<file path="src/rtl/sha.vh">
// Shared SHA datapath macros: word size, hash size, word slicing and byte swap.
`ifndef SHA_VH
`define SHA_VH

`define WORD_S 32
`define H_SIZE 256
// Word i of an H_SIZE vector; word 0 sits in the least significant bits.
`define VEC_I(i) ((i)*`WORD_S) +: `WORD_S
// Reverse the four bytes of a 32-bit variable.
`define BSWAP32(x) {x[7:0], x[15:8], x[23:16], x[31:24]}

`endif

</file>
<file path="src/rtl/sha_target_check_pkg.sv">
// Shared sizes and payload type for the hash-vs-target checker.
`include "sha.vh"

package sha_target_check_pkg;

    localparam int unsigned WORD_W    = `WORD_S;
    localparam int unsigned HASH_W    = `H_SIZE;
    localparam int unsigned NUM_WORDS = HASH_W / WORD_W;

    // Candidate result carried down the pipeline.
    typedef struct packed {
        logic [WORD_W-1:0] nonce;
        logic [HASH_W-1:0] hash;
    } cand_t;

endpackage

</file>
<file path="src/rtl/sha_target_check_word_cmp.sv">
// sha_word_cmp: combinational unsigned compare of one 32-bit word pair.
//   a     : word of the hash value
//   b     : matching word of the target
//   lt_c  : a < b
//   eq_c  : a == b
`include "sha.vh"

module sha_word_cmp
    import sha_target_check_pkg::*;
(
    input  logic [WORD_W-1:0] a,
    input  logic [WORD_W-1:0] b,
    output logic              lt_c,
    output logic              eq_c
);

    assign lt_c = (a < b);
    assign eq_c = (a == b);

endmodule

</file>
<file path="src/rtl/sha_target_check.sv">
// sha_target_check: compares finished hashes (little-endian 256-bit value)
// against a target, keeps the winning nonce/hash in a one-entry result
// register with valid/ready, and counts hashes and dropped hits.
//   clk, reset   : clock, synchronous active-low reset
//   en/H/nonce   : hash strobe, hash and its nonce (no backpressure)
//   target       : numeric 256-bit target, quasi-static
//   clr_cnt      : clear hash_cnt and miss_cnt
//   res_*        : result register and handshake
//   hash_cnt     : en strobes seen (wraps)
//   miss_cnt     : hits dropped on a full result register (saturates)
`include "sha.vh"

module sha_target_check
    import sha_target_check_pkg::*;
#(
    parameter int unsigned CNT_W  = 32,
    parameter int unsigned MISS_W = 8
) (
    input  logic              clk,
    input  logic              reset,
    input  logic              en,
    input  logic [HASH_W-1:0] H,
    input  logic [WORD_W-1:0] nonce,
    input  logic [HASH_W-1:0] target,
    input  logic              clr_cnt,
    output logic              res_valid,
    input  logic              res_ready,
    output logic [WORD_W-1:0] res_nonce,
    output logic [HASH_W-1:0] res_hash,
    output logic [CNT_W-1:0]  hash_cnt,
    output logic [MISS_W-1:0] miss_cnt
);

    // Per-word compare results; index 0 is the most significant value word.
    logic [NUM_WORDS-1:0] lt_c;
    logic [NUM_WORDS-1:0] eq_c;

    logic                 s1_valid;
    logic [NUM_WORDS-1:0] s1_lt;
    logic [NUM_WORDS-1:0] s1_eq;
    cand_t                s1_cand;

    logic                 s2_valid;
    logic                 s2_hit;
    cand_t                s2_cand;

    logic                 hit_c;
    logic                 load_c;
    logic                 drop_c;

    // Value word i is the byte-swapped hash word i; target word i counts from the top.
    for (genvar i = 0; i < NUM_WORDS; i++) begin : g_cmp
        logic [WORD_W-1:0] h_word;
        logic [WORD_W-1:0] v_word;
        logic [WORD_W-1:0] t_word;

        assign h_word = H[`VEC_I(i)];
        assign v_word = `BSWAP32(h_word);
        assign t_word = target[HASH_W-1-WORD_W*i -: WORD_W];

        sha_word_cmp u_cmp (
            .a    (v_word),
            .b    (t_word),
            .lt_c (lt_c[i]),
            .eq_c (eq_c[i])
        );
    end

    // Lexicographic combine, least significant word first; full equality counts as a hit.
    always_comb begin
        hit_c = 1'b1;
        for (int i = int'(NUM_WORDS) - 1; i >= 0; i--) begin
            hit_c = s1_lt[i] | (s1_eq[i] & hit_c);
        end
    end

    assign load_c = s2_valid & s2_hit & (~res_valid | res_ready);
    assign drop_c = s2_valid & s2_hit & res_valid & ~res_ready;

    // Pipeline valid bits; cleared by reset so in-flight hits are discarded.
    always_ff @(posedge clk) begin
        if (!reset) begin
            s1_valid <= 1'b0;
            s2_valid <= 1'b0;
        end else begin
            s1_valid <= en;
            s2_valid <= s1_valid;
        end
    end

    // Pipeline payload; only qualified by the valid bits, so no reset.
    always_ff @(posedge clk) begin
        if (en) begin
            s1_lt         <= lt_c;
            s1_eq         <= eq_c;
            s1_cand.nonce <= nonce;
            s1_cand.hash  <= H;
        end
        if (s1_valid) begin
            s2_hit  <= hit_c;
            s2_cand <= s1_cand;
        end
    end

    // One-entry result register.
    always_ff @(posedge clk) begin
        if (!reset) begin
            res_valid <= 1'b0;
            res_nonce <= '0;
            res_hash  <= '0;
        end else if (load_c) begin
            res_valid <= 1'b1;
            res_nonce <= s2_cand.nonce;
            res_hash  <= s2_cand.hash;
        end else if (res_valid && res_ready) begin
            res_valid <= 1'b0;
        end
    end

    // Counters; clear wins over that cycle's increments.
    always_ff @(posedge clk) begin
        if (!reset) begin
            hash_cnt <= '0;
            miss_cnt <= '0;
        end else if (clr_cnt) begin
            hash_cnt <= '0;
            miss_cnt <= '0;
        end else begin
            if (en) begin
                hash_cnt <= hash_cnt + CNT_W'(1);
            end
            if (drop_c && (miss_cnt != '1)) begin
                miss_cnt <= miss_cnt + MISS_W'(1);
            end
        end
    end

endmodule

</file>
<file path="config.mk">
export PLATFORM = sky130hd
export DESIGN_NAME = sha_target_check
export DESIGN_NICKNAME = d
export VERILOG_FILES = /design/src/rtl/sha_target_check_pkg.sv /design/src/rtl/sha_target_check_word_cmp.sv /design/src/rtl/sha_target_check.sv
export VERILOG_INCLUDE_DIRS = /design/src /design/src/rtl
export SDC_FILE = /design/constraint.sdc
export NUM_CORES = 1
export LEC_CHECK = 0
export ABC_AREA = 0
export BUFFER_PORTS_ARGS = -buffer_cell sky130_fd_sc_hd__buf_2
export CORE_AREA = 2 2 343 345
export DETAILED_ROUTE_END_ITERATION = 10
export DIE_AREA = 0 0 345 347
export SLEW_MARGIN = 40
export SYNTH_ARGS = -nofsm -noshare
export SYNTH_HDL_FRONTEND = slang
export SYNTH_SLANG_ARGS = --single-unit
</file>
<file path="constraint.sdc">
create_clock -name clk -period 8 [get_ports clk]
set_input_delay 1.2 -clock clk [delete_from_list [all_inputs] [get_ports clk]]
set_output_delay 1.2 -clock clk [all_outputs]
set_load 0.02 [all_outputs]
</file>
==> impl_metrics.tcl <==
set metrics [dict create \
    cts-root-buf "clkbuf_16" \
    yosys-top-cells-area "edfxtp_1 (49%), dfxtp_1 (18%), ha_1 (8.8%)" \
    setup_tns_ps 0 \
    cts_tree "yes" \
    cp.required_ps 8380 \
    slew_headroom_pct 38.9 \
    switching_share_pct 22.7 \
    clkTransAtPathRegs_ps 60 \
    min_period_over_period_pct 36.0 \
    cts_resized 0 \
    row_count 125 \
    grt_start_max_net_pins 178 \
    crit_buf_inv 2 \
    slowest_delay_ps 600 \
    via_per_inst 4.58 \
    yosysSeqAreaShare_pct 66.8 \
    place.gp.congestion 0.924 \
    grt_pass1_wl_um 157000 \
    cts-htree-levels 3 \
    power.leakage_nw 19.3 \
    finalSetupViolCount 0 \
    ys_async_sr_fraction_pct 0 \
    hold_viol 0 \
    critical_path.top_delay_family "compound AO/OA/AOI/OAI gates" \
    timing.final.crit_period_ps 2880 \
    status "finished clean" \
    clkLatencyLatePin_ps 670 \
    crit_start "target[135]" \
    drv_cap 0 \
    rsz0062_at_grt "false" \
    final_nets 4657 \
    antenna_found_initial 18 \
    overflow 0 \
    multiInputGateArea_um2 10800 \
    timing.fmax_mhz 347 \
    cts_buffer_depth 3 \
    holdWs_ps 380 \
    cts_made_buffers 99 \
    p_switching_mw 2.47 \
    ir_drop_mv 0.168 \
    crit_end "s1_lt[3]" \
    yosysMostFrequentCell "nand2_1" \
    design_area_um2 46200 \
    track_usage_pct 17.4 \
    cp-end-kind "flop" \
    p_per_area_nw_per_um2 235 \
    pin_count 878 \
    ant_nets 0 \
    drtIter0Drc 1394 \
    pwr-share-clk_pct 42.7 \
    dpl.hpwl_um 80600 \
    yosysUniqueCellTypes 49 \
    synth-main-ff-cell "edfxtp_1" \
    power_frac_seq_pct 50.3 \
    synth.avg_cell_area_um2 12.4 \
    worst-path-stages 8 \
    cp-start-kind "input pin" \
    layout.area.seq_um2 24400 \
    die-area_um2 120000 \
    wl_um 108000 \
    synth-seq-cells 924 \
    reg2reg_depth 6 \
    synth_common_cells "nand2_1 (636), edfxtp_1 (593), dfxtp_1 (331)" \
    cp_cell_sequence "buf_2, inv_1, ha_1, a211oi_1, o21ai_0, o221ai_1, a21oi_1, a2111oi_0" \
    r2r-end "res_hash[170]" \
    syn-num-nets 3759 \
    cp_data_arrival_time_ps 3260 \
    drive_gt1_share_pct 27.0 \
    drc 0 \
    synth_edf_count 593 \
    die_w_um 345 \
    p_comb_share_pct 7.0 \
    io_buffers 877 \
    syn2layout_area_growth_pct 26.4 \
    ctsHoldBuffers 0 \
    synth_top_cell_by_area "edfxtp_1" \
    clock_skew_ps 40.3 \
    die_h_um 347 \
    syn_area_um2 36600 \
    synthCells 2952 \
    dr.pass1.iters 5 \
    initial_core_util_pct 31.6 \
    postCtsSetupBuffers 0 \
    dpl_cell_area_um2 42800 \
    netlist.area_leader.share_pct 48.7 \
    yosys_warnings 0 \
    fillCellCount 11200 \
    core_region_area_um2 116000 \
    vias 25000 \
    slew_violations 0 \
    grt_pass1_vias 24800 \
    worstSetupPathType "input pin to flop" \
    r2r_setup_slack_ps 5600 \
    routedWlPerCell_um 19.7 \
    min_path_type "flop to flop" \
    cts_sinks 924 \
    crit_slowest_cell "a2111oi_0" \
    p_int_mw 8.40 \
    path_max_fanout 3 \
    worst_pin_slew_ps 917 \
    hold-path-cell-count 0 \
    r2r-start "s2_hit" \
]
==> layout make-up <==
cell class	count	area share (%)
sequential	924	52.9
multi-input combinational	1667	23.4
timing repair buffer	897	10.2
clock buffer	149	6.21
tap	1524	4.13
inverter	261	2.12
clock inverter	38	1.00
antenna	14	0.0758
==> power groups by stage <==
stage | sequential [mW] | combinational, mW | clock [mW]
5_1_grt | 5.49 | 0.852 | 4.94
2_1_floorplan | 5.61 | 0.309 | 0
4_1_cts | 5.47 | 0.776 | 4.77
3_3_place_gp | 5.56 | 0.756 | 0
3_5_place_dp | 5.57 | 0.772 | 0
6_report | 5.47 | 0.765 | 4.64
==> cells in the final DEF (no fill, tap or decap), types with 4 or more instances in the layout <==
| master | instances |
|---|---|
| clkbuf_16 | 102 |
| a21boi_0 | 289 |
| a21o_1 | 13 |
| buf_4 | 7 |
| nor3_1 | 14 |
| diode_2 | 14 |
| dfxtp_1 | 330 |
| clkinv_2 | 10 |
| or3_1 | 11 |
| a21oi_1 | 85 |
| ha_1 | 258 |
| nand4_1 | 61 |
| and4_1 | 6 |
| clkbuf_8 | 15 |
| o21a_1 | 6 |
| a211oi_1 | 27 |
| nor2b_1 | 10 |
| and2_1 | 4 |
| inv_1 | 261 |
| clkinv_1 | 8 |
| nand3_1 | 39 |
| o21ai_0 | 40 |
| edfxtp_1 | 593 |
| xor2_1 | 22 |
| buf_12 | 7 |
| or2_2 | 5 |
| nor4_1 | 8 |
| xnor2_1 | 9 |
| nor2_1 | 59 |
| nand2b_1 | 4 |
| nand2_1 | 636 |
| o211ai_1 | 15 |
| buf_2 | 875 |
| a221oi_1 | 4 |
| bufinv_16 | 7 |
| and3_1 | 4 |
| clkbuf_1 | 33 |
| a2111oi_0 | 6 |
==> worst reg2reg max path: stages (launching register included) <==
cell	delay [ps]
edfxtp_1	440
nand2_1	140
nor2_4	470
buf_16	230
buf_12	450
nand2_1	410
a21boi_0	190
==> routing by layer <==
metal  vias to the layer above  part of all wire [%]  GRT usage (%)
li1                      12200                     -              -
met1                     12000                    41           20.9
met2                       767                    50           30.5
met3                       149                   6.2           4.20
met4                         6                   2.6           5.99
met5                         -                 0.038              0
==> stage by stage <==
step	cells	worst slack (ps)	power, mW	utilization [%]
floorplan	2952	701	5.92	-
global placement	5269	4290	6.32	36.9
detailed placement	5272	4420	6.34	37.0
CTS	5459	5190	11.0	39.9
global route	5471	5020	11.3	39.9
finish	5474	5120	10.9	39.9
==> worst min path at each step <==
stage,from,endpoint,slack (ps)
final,s1_cand[130],s2_cand[130],380
after global routing,s1_cand[130],s2_cand[130],390
after CTS,s1_cand[130],s2_cand[130],380
after detailed placement,s1_cand[102],s2_cand[102],400
after global placement,s1_cand[177],s2_cand[177],400
after floorplan,s1_cand[0],s2_cand[0],400
==> logic make-up after synthesis <==
logic type                 share of synthesized area, %
muxes                                            0.0548
buffers and inverters                              3.74
adders and majority gates                          8.83
AOI/OAI and AO/OA                                  9.55
DFF                                                66.8
xor gates and xnor gates                          0.743
and+or+nand+nor                                    10.2
==> registers in the layout, indices dropped and copies added (netlist names), 8 cells and up <==
| signal | count |
|---|---|
| s1_eq | 8 |
| res_hash | 256 |
| s2_cand | 288 |
| s1_lt | 8 |
| hash_cnt | 32 |
| miss_cnt | 8 |
| res_nonce | 32 |
| s1_cand | 288 |
Power figures use the tool's default switching activity.
